$ cat config.mk
export PLATFORM = sky130hd
export DESIGN_NAME = referee_ctrl_flat
export DESIGN_NICKNAME = d
export VERILOG_FILES = /design/src/rtl/blobby_pkg.sv /design/src/rtl/referee_ctrl_if.sv /design/src/rtl/touch_filter.sv /design/src/rtl/referee_ctrl.sv /design/src/flat_wrapper.sv
export SDC_FILE = /design/constraint.sdc
export NUM_CORES = 1
export LEC_CHECK = 0
export BUFFER_PORTS_ARGS = -buffer_cell sky130_fd_sc_hd__buf_2
export CORE_MARGIN = 4
export CORE_UTILIZATION = 35
export CTS_CLUSTER_DIAMETER = 30
export DETAILED_ROUTE_END_ITERATION = 16
export HOLD_SLACK_MARGIN = 0.08
export MAX_ROUTING_LAYER = met4
export RECOVER_POWER = 100
export SKIP_LAST_GASP = 1
export SLEW_MARGIN = 5
export SYNTH_ARGS = -nofsm -noshare
export SYNTH_HDL_FRONTEND = slang
export SYNTH_SLANG_ARGS = --single-unit
$ cat constraint.sdc
create_clock -name clk -period 6.1 [get_ports clk]
set_clock_uncertainty 0.1 [all_clocks]
set_input_delay 1.525 -clock clk [delete_from_list [all_inputs] [get_ports clk]]
set_output_delay 1.525 -clock clk [all_outputs]
set_load 0.005 [all_outputs]
$ cat src/rtl/blobby_pkg.sv
// Shared game definitions: player encoding, referee states and court geometry defaults.
package blobby_pkg;

    localparam logic PLAYER1 = 1'b0;
    localparam logic PLAYER2 = 1'b1;

    typedef enum logic [1:0] {
        SERVE = 2'd0,
        RALLY = 2'd1,
        HOLD  = 2'd2,
        OVER  = 2'd3
    } state_t;

    localparam int unsigned NET_X_DEF     = 512;
    localparam int unsigned BALL_HALF_DEF = 32;

    // True when the ball centre lies strictly left of the net line.
    function automatic logic ball_left(input logic [11:0] posx, input int unsigned half,
                                       input int unsigned net);
        logic [12:0] centre;
        centre = {1'b0, posx} + 13'(half);
        return centre < 13'(net);
    endfunction

endpackage

$ cat src/rtl/referee_ctrl_if.sv
// Collision inputs, game control and score/rule outputs of the referee.
interface referee_ctrl_if;
    logic        pl1_col;
    logic        pl2_col;
    logic        gnd_col;
    logic [11:0] ball_posx;
    logic        new_game;
    logic        last_touch;
    logic        ovr_touch;
    logic [3:0]  score_pl1;
    logic [3:0]  score_pl2;
    logic        point_won;
    logic        winner;
    logic        game_over;

    // Environment side: drives collisions and game control.
    modport master (
        output pl1_col, pl2_col, gnd_col, ball_posx, new_game,
        input  last_touch, ovr_touch, score_pl1, score_pl2, point_won, winner, game_over
    );

    // Referee side.
    modport slave (
        input  pl1_col, pl2_col, gnd_col, ball_posx, new_game,
        output last_touch, ovr_touch, score_pl1, score_pl2, point_won, winner, game_over
    );
endinterface

$ cat src/rtl/touch_filter.sv
// Rising-edge detector with a ghost window that suppresses repeat edges of one player.
module touch_filter #(
    parameter int unsigned GHOST_CYCLES = 3_250_000
) (
    input  logic clk,
    input  logic rst,
    input  logic clear,
    input  logic col,
    output logic touch
);
    localparam int unsigned GW = (GHOST_CYCLES < 2) ? 1 : $clog2(GHOST_CYCLES + 1);

    logic          col_q;
    logic [GW-1:0] ghost_q;

    // A touch is a fresh rising edge while no ghost window is running.
    always_comb begin
        touch = col & ~col_q & (ghost_q == '0);
    end

    // Edge register and ghost countdown; reloads so the edge GHOST_CYCLES later is accepted.
    always_ff @(posedge clk) begin
        if (rst) begin
            col_q   <= 1'b0;
            ghost_q <= '0;
        end else begin
            col_q <= col;
            if (clear) begin
                ghost_q <= '0;
            end else if (touch) begin
                ghost_q <= GW'(GHOST_CYCLES - 1);
            end else if (ghost_q != '0) begin
                ghost_q <= ghost_q - GW'(1);
            end
        end
    end

endmodule

$ cat src/rtl/referee_ctrl.sv
// Game-rule controller: tracks possession, detects over-touch, awards points, keeps score.
module referee_ctrl
    import blobby_pkg::*;
#(
    parameter int unsigned NET_X        = NET_X_DEF,
    parameter int unsigned BALL_HALF    = BALL_HALF_DEF,
    parameter int unsigned MAX_TOUCH    = 3,
    parameter int unsigned GHOST_CYCLES = 3_250_000,
    parameter int unsigned HOLD_CYCLES  = 170_000_000,
    parameter int unsigned WIN_SCORE    = 15
) (
    input logic           clk,
    input logic           rst,
    referee_ctrl_if.slave bus
);
    localparam int unsigned CW = $clog2(MAX_TOUCH + 2);
    localparam int unsigned HW = (HOLD_CYCLES < 2) ? 1 : $clog2(HOLD_CYCLES + 1);
    localparam logic [3:0]  WIN4 = 4'(WIN_SCORE);

    state_t        state_q, state_d;
    logic          hitter_q, hitter_d;
    logic [CW-1:0] count_q, count_d;
    logic [3:0]    score1_q, score1_d;
    logic [3:0]    score2_q, score2_d;
    logic          last_touch_q, last_touch_d;
    logic          ovr_q, ovr_d;
    logic          point_q, point_d;
    logic          winner_q, winner_d;
    logic          over_q, over_d;
    logic [HW-1:0] hold_q, hold_d;
    logic          gnd_q;

    logic          t1_raw, t2_raw;
    logic          touch1, touch2, touch_any, who;
    logic          gnd_rise;
    logic          filt_clear;
    logic          award, award_side;
    logic [CW-1:0] next_count;
    logic [3:0]    win_new;

    touch_filter #(.GHOST_CYCLES(GHOST_CYCLES)) u_filt1 (
        .clk   (clk),
        .rst   (rst),
        .clear (filt_clear),
        .col   (bus.pl1_col),
        .touch (t1_raw)
    );

    touch_filter #(.GHOST_CYCLES(GHOST_CYCLES)) u_filt2 (
        .clk   (clk),
        .rst   (rst),
        .clear (filt_clear),
        .col   (bus.pl2_col),
        .touch (t2_raw)
    );

    // Simultaneous touches from both players cancel each other.
    always_comb begin
        touch1    = t1_raw & ~t2_raw;
        touch2    = t2_raw & ~t1_raw;
        touch_any = touch1 | touch2;
        who       = touch2 ? PLAYER2 : PLAYER1;
        gnd_rise  = bus.gnd_col & ~gnd_q;
    end

    // Next-state, possession, point award and new-game override.
    always_comb begin
        state_d      = state_q;
        hitter_d     = hitter_q;
        count_d      = count_q;
        score1_d     = score1_q;
        score2_d     = score2_q;
        last_touch_d = last_touch_q;
        ovr_d        = 1'b0;
        point_d      = 1'b0;
        winner_d     = winner_q;
        over_d       = over_q;
        hold_d       = hold_q;
        filt_clear   = 1'b0;
        award        = 1'b0;
        award_side   = PLAYER1;
        next_count   = (hitter_q != who) ? CW'(1) : count_q + CW'(1);
        win_new      = '0;

        unique case (state_q)
            SERVE: begin
                if ((last_touch_q == PLAYER1) ? touch1 : touch2) begin
                    hitter_d = last_touch_q;
                    count_d  = CW'(1);
                    state_d  = RALLY;
                end
            end
            RALLY: begin
                // Ground beats a touch arriving in the same cycle.
                if (gnd_rise) begin
                    award      = 1'b1;
                    award_side = ball_left(bus.ball_posx, BALL_HALF, NET_X) ? PLAYER2 : PLAYER1;
                end else if (touch_any) begin
                    hitter_d = who;
                    count_d  = next_count;
                    if (next_count == CW'(MAX_TOUCH + 1)) begin
                        ovr_d      = 1'b1;
                        award      = 1'b1;
                        award_side = ~who;
                    end
                end
            end
            HOLD: begin
                if (hold_q == HW'(HOLD_CYCLES - 1)) begin
                    hold_d     = '0;
                    filt_clear = 1'b1;
                    state_d    = SERVE;
                end else begin
                    hold_d = hold_q + HW'(1);
                end
            end
            OVER: begin
            end
            default: state_d = SERVE;
        endcase

        if (award) begin
            win_new = (award_side == PLAYER1) ? score1_q : score2_q;
            win_new = (win_new >= WIN4) ? WIN4 : win_new + 4'd1;
            if (award_side == PLAYER1) begin
                score1_d = win_new;
            end else begin
                score2_d = win_new;
            end
            last_touch_d = award_side;
            point_d      = 1'b1;
            count_d      = '0;
            hold_d       = '0;
            if (win_new == WIN4) begin
                state_d  = OVER;
                over_d   = 1'b1;
                winner_d = award_side;
            end else begin
                state_d = HOLD;
            end
        end

        if (bus.new_game) begin
            score1_d     = '0;
            score2_d     = '0;
            count_d      = '0;
            over_d       = 1'b0;
            winner_d     = 1'b0;
            last_touch_d = PLAYER1;
            ovr_d        = 1'b0;
            point_d      = 1'b0;
            state_d      = SERVE;
        end
    end

    // State and output registers with synchronous reset.
    always_ff @(posedge clk) begin
        if (rst) begin
            state_q      <= SERVE;
            hitter_q     <= PLAYER1;
            count_q      <= '0;
            score1_q     <= '0;
            score2_q     <= '0;
            last_touch_q <= PLAYER1;
            ovr_q        <= 1'b0;
            point_q      <= 1'b0;
            winner_q     <= 1'b0;
            over_q       <= 1'b0;
            hold_q       <= '0;
            gnd_q        <= 1'b0;
        end else begin
            state_q      <= state_d;
            hitter_q     <= hitter_d;
            count_q      <= count_d;
            score1_q     <= score1_d;
            score2_q     <= score2_d;
            last_touch_q <= last_touch_d;
            ovr_q        <= ovr_d;
            point_q      <= point_d;
            winner_q     <= winner_d;
            over_q       <= over_d;
            hold_q       <= hold_d;
            gnd_q        <= bus.gnd_col;
        end
    end

    assign bus.last_touch = last_touch_q;
    assign bus.ovr_touch  = ovr_q;
    assign bus.score_pl1  = score1_q;
    assign bus.score_pl2  = score2_q;
    assign bus.point_won  = point_q;
    assign bus.winner     = winner_q;
    assign bus.game_over  = over_q;

endmodule

$ cat src/flat_wrapper.sv
// flat-port wrapper written by rule: the top's interface ports become plain ports
module referee_ctrl_flat import blobby_pkg::*;
#(
    parameter int unsigned NET_X        = NET_X_DEF,
    parameter int unsigned BALL_HALF    = BALL_HALF_DEF,
    parameter int unsigned MAX_TOUCH    = 3,
    parameter int unsigned GHOST_CYCLES = 3_250_000,
    parameter int unsigned HOLD_CYCLES  = 170_000_000,
    parameter int unsigned WIN_SCORE    = 15
)
  (clk, rst, bus_pl1_col, bus_pl2_col, bus_gnd_col, bus_ball_posx, bus_new_game, bus_last_touch, bus_ovr_touch, bus_score_pl1, bus_score_pl2, bus_point_won, bus_winner, bus_game_over);
  referee_ctrl_if bus_i ();
  input logic clk;
  input logic rst;
  input wire logic [$bits(bus_i.pl1_col)-1:0] bus_pl1_col;
  input wire logic [$bits(bus_i.pl2_col)-1:0] bus_pl2_col;
  input wire logic [$bits(bus_i.gnd_col)-1:0] bus_gnd_col;
  input wire logic [$bits(bus_i.ball_posx)-1:0] bus_ball_posx;
  input wire logic [$bits(bus_i.new_game)-1:0] bus_new_game;
  output wire logic [$bits(bus_i.last_touch)-1:0] bus_last_touch;
  output wire logic [$bits(bus_i.ovr_touch)-1:0] bus_ovr_touch;
  output wire logic [$bits(bus_i.score_pl1)-1:0] bus_score_pl1;
  output wire logic [$bits(bus_i.score_pl2)-1:0] bus_score_pl2;
  output wire logic [$bits(bus_i.point_won)-1:0] bus_point_won;
  output wire logic [$bits(bus_i.winner)-1:0] bus_winner;
  output wire logic [$bits(bus_i.game_over)-1:0] bus_game_over;
  assign bus_i.pl1_col = bus_pl1_col;
  assign bus_i.pl2_col = bus_pl2_col;
  assign bus_i.gnd_col = bus_gnd_col;
  assign bus_i.ball_posx = bus_ball_posx;
  assign bus_i.new_game = bus_new_game;
  assign bus_last_touch = bus_i.last_touch;
  assign bus_ovr_touch = bus_i.ovr_touch;
  assign bus_score_pl1 = bus_i.score_pl1;
  assign bus_score_pl2 = bus_i.score_pl2;
  assign bus_point_won = bus_i.point_won;
  assign bus_winner = bus_i.winner;
  assign bus_game_over = bus_i.game_over;
  referee_ctrl #(.NET_X(NET_X), .BALL_HALF(BALL_HALF), .MAX_TOUCH(MAX_TOUCH), .GHOST_CYCLES(GHOST_CYCLES), .HOLD_CYCLES(HOLD_CYCLES), .WIN_SCORE(WIN_SCORE)) u_core (.clk(clk), .rst(rst), .bus(bus_i));
endmodule
==> results of run 1 <==
repair_timing:
item	in CTS	in global routing
resized for setup	0	1
buffers inserted	0	0
setup endpoints to repair	0	4
cell families (layout without fill, tap and decap cells):
| family | count (synthesis) | in the layout |
|---|---|---|
| AND/OR/NAND/NOR | 279 | 279 |
| XOR/XNOR | 45 | 45 |
| AO/OA/AOI/OAI | 67 | 67 |
| flip-flops | 94 | 94 |
| multiplexers | 9 | 9 |
| buffers and inverters | 31 | 58 |
| adder cells (fa/ha/maj) | 9 | 9 |
worst reg2reg max path, stage by stage, from the launching register on:
cell and delay (ns):
dfxtp_1 0.35, or4_4 0.57, or4_4 0.47, or3_4 0.41, or4_4 0.50, or2_2 0.35
inv_1 0.07, ha_1 0.23, or3b_2 0.48, nor4b_2 0.36, o22ai_1 0.29, nand2_1 0.15
nand2_1 0.06, ha_1 0.26, inv_1 0.10, and4_1 0.19, mux2i_1 0.06, mux2_2 0.29
nand4bb_1 0.22, mux2i_1 0.20
metal layers:
| layer | vias up | track usage | wire length (µm) |
|---|---|---|---|
| met4 | 0 | 0.04129 | 77 |
| met2 | 41 | 0.2124 | 4518 |
| li1 | 1967 | - | - |
| met1 | 1778 | 0.1729 | 4702 |
| met3 | 6 | 0.03760 | 224 |
| met5 | - | - | 0 |
per-stage QoR:
stage	instance area (µm²)	power (mW)
after CTS	5119	2.219
after global routing	5101	2.370
after floorplan	4553	1.530
after global placement	4847	1.656
after detailed placement	4847	1.683
final	5101	2.185
state kept, by name, summed over array words and instances, names as in the netlist, 2 cells and up:
register / cells
u_core.hold_q: 28
u_core.u_filt1.ghost_q: 22
u_core.u_filt2.ghost_q: 22
u_core.bus.score_pl1: 4
u_core.bus.score_pl2: 4
u_core.count_q: 3
u_core.state_q: 2
final timing paths:
check        depth (start not counted)  slack, ns                                 to
min reg2reg                          2       0.34  u_core.bus.game_over$_SDFFE_PP0P_
max reg2reg                         19       0.32     u_core.bus.winner$_SDFFE_PP0P_
min                                  2       0.34  u_core.bus.game_over$_SDFFE_PP0P_
max                                 19       0.32     u_core.bus.winner$_SDFFE_PP0P_
final cells by class:
type	instances	share of cell area
multi-input cells	409	0.4967
clock inverters	2	0.006868
inverters	15	0.01104
well taps	172	0.04219
repair buffers	29	0.02796
flip-flops and latches	94	0.3689
clock buffers	12	0.04636
placed cells by master (no fill, tap or decap), types with 7 or more instances in the layout:
cell type / instances
a211oi_1: 26
a21oi_1: 16
and3_1: 8
and4_1: 7
buf_2: 18
clkbuf_1: 11
clkbuf_16: 9
dfxtp_1: 94
ha_1: 9
inv_1: 14
mux2i_1: 7
nand2_1: 41
nand2b_1: 7
nand3_1: 22
nand4_1: 9
nor2_1: 81
nor2b_1: 10
nor3_1: 40
nor4_1: 13
o21ai_0: 7
xnor2_1: 21
xor2_1: 24
where the power goes:
part	internal (mW)	switching [mW]	leakage, nW
logic	0.357	0.447	0.917
clock network	0.313	0.210	0.132
registers	0.740	0.119	0.764
==> impl_metrics.py, run 1 <==
metrics = {
    "setup_path": {
        "crit_required_ns": 6.26,
        "cp_top_family": "simple AND/OR/NAND/NOR gates",
        "worst-path-max-fanout": 6,
        "cp_slowest_stage_delay_ns": 0.56,
        "crit_path_end_kind": "register",
        "r2r-start": "u_core.u_filt2.ghost_q[6]$_SDFFE_PP0P_",
        "cp-start-kind": "register",
        "slowest_stage": "or4_4",
        "path_cells": "or4_4, or4_4, or3_4, or4_4, or2_2, inv_1, ha_1, or3b_2, nor4b_2, o22ai_1, nand2_1, nand2_1, ha_1, inv_1, and4_1, mux2i_1, mux2_2, nand4bb_1, mux2i_1",
        "cp-startpoint": "u_core.u_filt2.ghost_q[6]$_SDFFE_PP0P_",
        "worstSetupPathType": "reg2reg",
        "worstPathArrival_ns": 5.94,
        "cp_common_cell": "or4_4",
        "worst-path-buf-inv": 2,
    },
    "yosys": {
        "ys_warn_count": 0,
        "syn_area_mm2": 0.004553,
        "syn_nets": 561,
        "yosysMostFrequentCell": "dfxtp_1",
        "yosys.area_share.simple": 0.3245,
        "ys_top_cells_by_area": "dfxtp_1 41%, nor2_1 6.7%, xor2_1 4.6%",
        "synthXorXnorAreaFrac": 0.08656,
        "yosysSeqAreaShare": 0.4133,
        "synth-adder-area-share": 0.02473,
        "avgSynthCellArea_um2": 8.526,
        "async_flop_share": 0,
        "yosysTopAreaCell": "dfxtp_1",
        "synth_seq_cells": 94,
        "synthTopCellsByCount": "94 x dfxtp_1, 81 x nor2_1, 41 x nand2_1, 40 x nor3_1, 25 x a211oi_1",
        "synth-edff-count": 0,
        "synthMuxAreaShare": 0.02034,
        "yosys.area.top_type_share": 0.4133,
        "synthFlopType": "dfxtp_1",
        "synth_cell_types": 56,
        "syn_inst": 534,
        "synth_top_family_by_area": "simple AND/OR/NAND/NOR gates",
        "synth-compound-area-share": 0.1014,
    },
    "routing": {
        "wire_per_inst_um": 12.99,
        "drc": 0,
        "drtAntennaViolNets": 0,
        "dr.first_iter.drc_count": 203,
        "drt_first_pass_iters": 5,
        "vias_per_cell": 5.173,
        "num_vias": 3792,
        "routed_wl_um": 9523,
    },
    "run": {
        "cap_viol_max_count": 0,
    },
    "grt": {
        "grt_use_total": 0.1362,
        "grt_max_degree": 30,
        "grt_pass1_wl_um": 16330,
        "overflow": 0,
        "antenna_found_initial": 0,
        "first_global_vias": 3590,
    },
    "cells_and_area": {
        "fin_util": 0.4026,
        "syn2layout_area_growth_pct": 12.04,
        "area.sequential_mm2": 0.001882,
        "drive_gt1_frac": 0.09447,
        "layout.nets": 585,
        "n_fill_cell": 1275,
        "fin_cells": 733,
        "multi_input_area_mm2": 0.002534,
        "antenna_cells": 0,
    },
    "clock_tree": {
        "htreeDepth": 3,
        "cts.path.max_buffers": 2,
        "insertion_delay_ns": 0.33,
        "clock-sinks": 94,
        "root_buffer": "clkbuf_16",
        "clk_pin_slew_ns": 0.06,
        "cts_tree": "done",
        "numCtsBuffers": 9,
        "hold_buffers": 0,
    },
    "placed_design": {
        "post-place-ws_ns": 0.1519,
        "dpl.hpwl_um": 6635,
        "gp_congestion": 0.8362,
        "port_buffers": 25,
        "place_inst": 719,
    },
    "sta": {
        "setup_viol": 0,
        "worst_pin_slew_ns": 0.9952,
        "fmax_mhz": 173.1,
        "rsz0062_at_grt": "false",
        "fin_ws_ns": 0.3231,
        "fin_setup_tns_ns": 0,
        "fin_crit_sh": 0.9470,
        "final-max-slew-violation-count": 0,
        "hold_viol_final": 0,
        "whs_ns": 0.3423,
        "slew_headroom": 0.3365,
        "period_needed_ns": 5.777,
    },
    "die": {
        "dieArea_mm2": 0.01490,
        "rows": 41,
        "die_w_um": 122.1,
        "io_pins": 31,
        "start_util": 0.3593,
        "die_y_um": 122.1,
        "core_mm2": 0.01267,
    },
    "outcome": {
        "status": "completed",
    },
    "power_and_ir_drop": {
        "power_density_mw_per_mm2": 428.4,
        "vdd_ir_drop_max_v": 0.0002011,
        "p_leak_nw": 1.814,
    },
    "min_path": {
        "hp-start": "u_core.bus.game_over$_SDFFE_PP0P_",
        "hold_path.class": "reg2reg",
    },
}
Note: power is estimated with default switching activity, not from simulation.
==> run 2, diff against run 1 <==
==> constraint.sdc (replaced) <==
create_clock -name clk -period 6.1 [get_ports clk]
set_clock_uncertainty 0.1 [all_clocks]
set_input_delay 1.22 -clock clk [delete_from_list [all_inputs] [get_ports clk]]
set_output_delay 1.22 -clock clk [all_outputs]
set_load 0.005 [all_outputs]
==> run 2 against run 1 <==
  * Final cell count unchanged
  * Power increased by 0.24%
  * Non-clock buffer count fell by 1
  * First-iteration DRC count grew 3.9%
  * Clock power fell by 1%
  * Clock-buffer cell count unchanged
  * Combinational power up 1%
  * Global-route usage about the same
  * Largest cell class unchanged
==> impl_metrics.py, run 2 (same netlist as run 1, synthesis figures left out) <==
metrics = {
    "cells_and_area": {
        "fin_util": 0.4032,
        "layout.nets": 584,
        "syn2layout_area_growth_pct": 12.20,
        "reg.largest.list": "u_core.hold_q (28), u_core.u_filt1.ghost_q (22), u_core.u_filt2.ghost_q (22)",
        "antenna_cells": 0,
        "final_common_cell": "dfxtp_1",
        "fin_cells": 733,
        "drive_gt1_frac": 0.09804,
        "layout_common_cells": "94 x dfxtp_1, 81 x nor2_1, 41 x nand2_1",
        "top_register": "u_core.hold_q",
        "fin_area_mm2": 0.005109,
        "largest_reg_flops": 28,
    },
    "clock_tree": {
        "clock-sinks": 94,
        "clk_pin_slew_ns": 0.06,
        "hold_buffers": 0,
        "root_buffer": "clkbuf_16",
        "numCtsBuffers": 9,
        "cts.path.max_buffers": 2,
        "htreeDepth": 3,
        "insertion_delay_ns": 0.34,
        "postCtsSetupBuffers": 0,
        "cts_tree": "done",
        "cts_resized": 0,
    },
    "grt": {
        "use_met3": 0.03203,
        "antenna_found_initial": 0,
        "grtUsageMet1": 0.1714,
        "grt_use_total": 0.1358,
        "first_global_vias": 3568,
        "overflow": 0,
        "grt_max_degree": 30,
        "grt_pass1_wl_um": 16190,
        "grt.met2_usage": 0.2144,
        "busiest_layer": "met2",
    },
    "sta": {
        "period_needed_ns": 5.777,
        "worst_pin_slew_ns": 1.004,
        "fin_crit_sh": 0.9470,
        "fmax_mhz": 173.1,
        "hold_viol_final": 0,
        "slew_headroom": 0.3305,
        "fin_ws_ns": 0.3234,
        "setup_viol": 0,
        "fin_setup_tns_ns": 0,
        "rsz0062_at_grt": "false",
        "final-max-slew-violation-count": 0,
        "whs_ns": 0.3468,
    },
    "setup_path": {
        "r2r-start": "u_core.u_filt2.ghost_q[6]$_SDFFE_PP0P_",
        "cp_common_cell": "or4_4",
        "crit_path_end_kind": "register",
        "worstPathArrival_ns": 5.94,
        "r2r_setup_slack_ns": 0.32,
        "crit_required_ns": 6.26,
        "cp_slowest_stage_delay_ns": 0.56,
        "worst-path-max-fanout": 6,
        "worst-path-buf-inv": 2,
        "worstSetupPathType": "reg2reg",
        "cp-start-kind": "register",
        "cp-startpoint": "u_core.u_filt2.ghost_q[6]$_SDFFE_PP0P_",
        "slowest_stage": "or4_4",
        "cp_top_family": "simple AND/OR/NAND/NOR gates",
        "path_cells": "or4_4, or4_4, or3_4, or4_4, or2_2, inv_1, ha_1, or3b_2, nor4b_2, o22a_1, nand2_1, nand2_1, ha_1, inv_1, and4_1, mux2i_1, mux2_2, nand4bb_1, a31oi_1",
    },
    "placed_design": {
        "port_buffers": 25,
        "place_inst": 718,
        "post-place-ws_ns": 0.1149,
        "placed_area_mm2": 0.004840,
        "gp_congestion": 0.8431,
        "dpl.hpwl_um": 6695,
    },
    "die": {
        "core_mm2": 0.01267,
        "rows": 41,
        "die_w_um": 122.1,
        "start_util": 0.3593,
        "io_pins": 31,
        "dieArea_mm2": 0.01490,
        "die_y_um": 122.1,
    },
    "min_path": {
        "hp-start": "u_core.bus.game_over$_SDFFE_PP0P_",
        "hold_path.class": "reg2reg",
    },
    "routing": {
        "routed_wl_um": 9599,
        "vias_per_cell": 5.115,
        "wire_per_inst_um": 13.10,
        "drtAntennaViolNets": 0,
        "dr.first_iter.drc_count": 211,
        "drc": 0,
        "drt_first_pass_iters": 4,
        "num_vias": 3749,
    },
    "power_and_ir_drop": {
        "p_int_mw": 1.395,
        "power_density_mw_per_mm2": 428.8,
        "total_power_mw": 2.190,
        "p_sw_uw": 795.8,
        "p_leak_nw": 1.808,
        "p_clk_frac": 0.237,
        "pwr-share-seq": 0.392,
        "combPwrFrac": 0.371,
        "vdd_ir_drop_max_v": 0.0002457,
        "p_sw_frac": 0.3633,
    },
    "outcome": {
        "status": "completed",
    },
    "run": {
        "cap_viol_max_count": 0,
    },
}
run 2: path summary, 6_finish.rpt:
path | endpoint | depth (start not counted)
worst max-delay path | u_core.state_q[0]$_SDFFE_PP0P_ | 19
worst max register to register | u_core.state_q[0]$_SDFFE_PP0P_ | 19
worst min-delay path | u_core.bus.game_over$_SDFFE_PP0P_ | 2
worst min register to register | u_core.bus.game_over$_SDFFE_PP0P_ | 2
run 2: per-layer routing:
metal	wire length, µm	share of wire
met1	4812	0.50
met2	4468	0.47
met5	0	0
met4	92	0.0096
met3	226	0.024
run 2: power groups by stage:
stage	registers (mW)	logic, mW	clock network [mW]
after CTS	0.858	0.819	0.538
after floorplan	0.844	0.687	0
final	0.859	0.813	0.518
after global placement	0.862	0.793	0
after global routing	0.878	0.926	0.560
after detailed placement	0.870	0.814	0
run 2: tightest hold or removal path: cells and delay by family (launching register included):
kind / cells / cell delay [ns]
DFF: 1 / 0.31
buffers and inverters: 1 / 0.04
AOI/OAI and AO/OA: 1 / 0.05
run 2: final cells by class:
type,count,area (µm²)
inverter,15,56.30
sequential,94,1882
tap,172,215.2
multi-input combinational,409,2546
timing repair buffer,28,132.6
clock buffer,12,256.5
fill,1293,7562
clock inverter,3,20.02
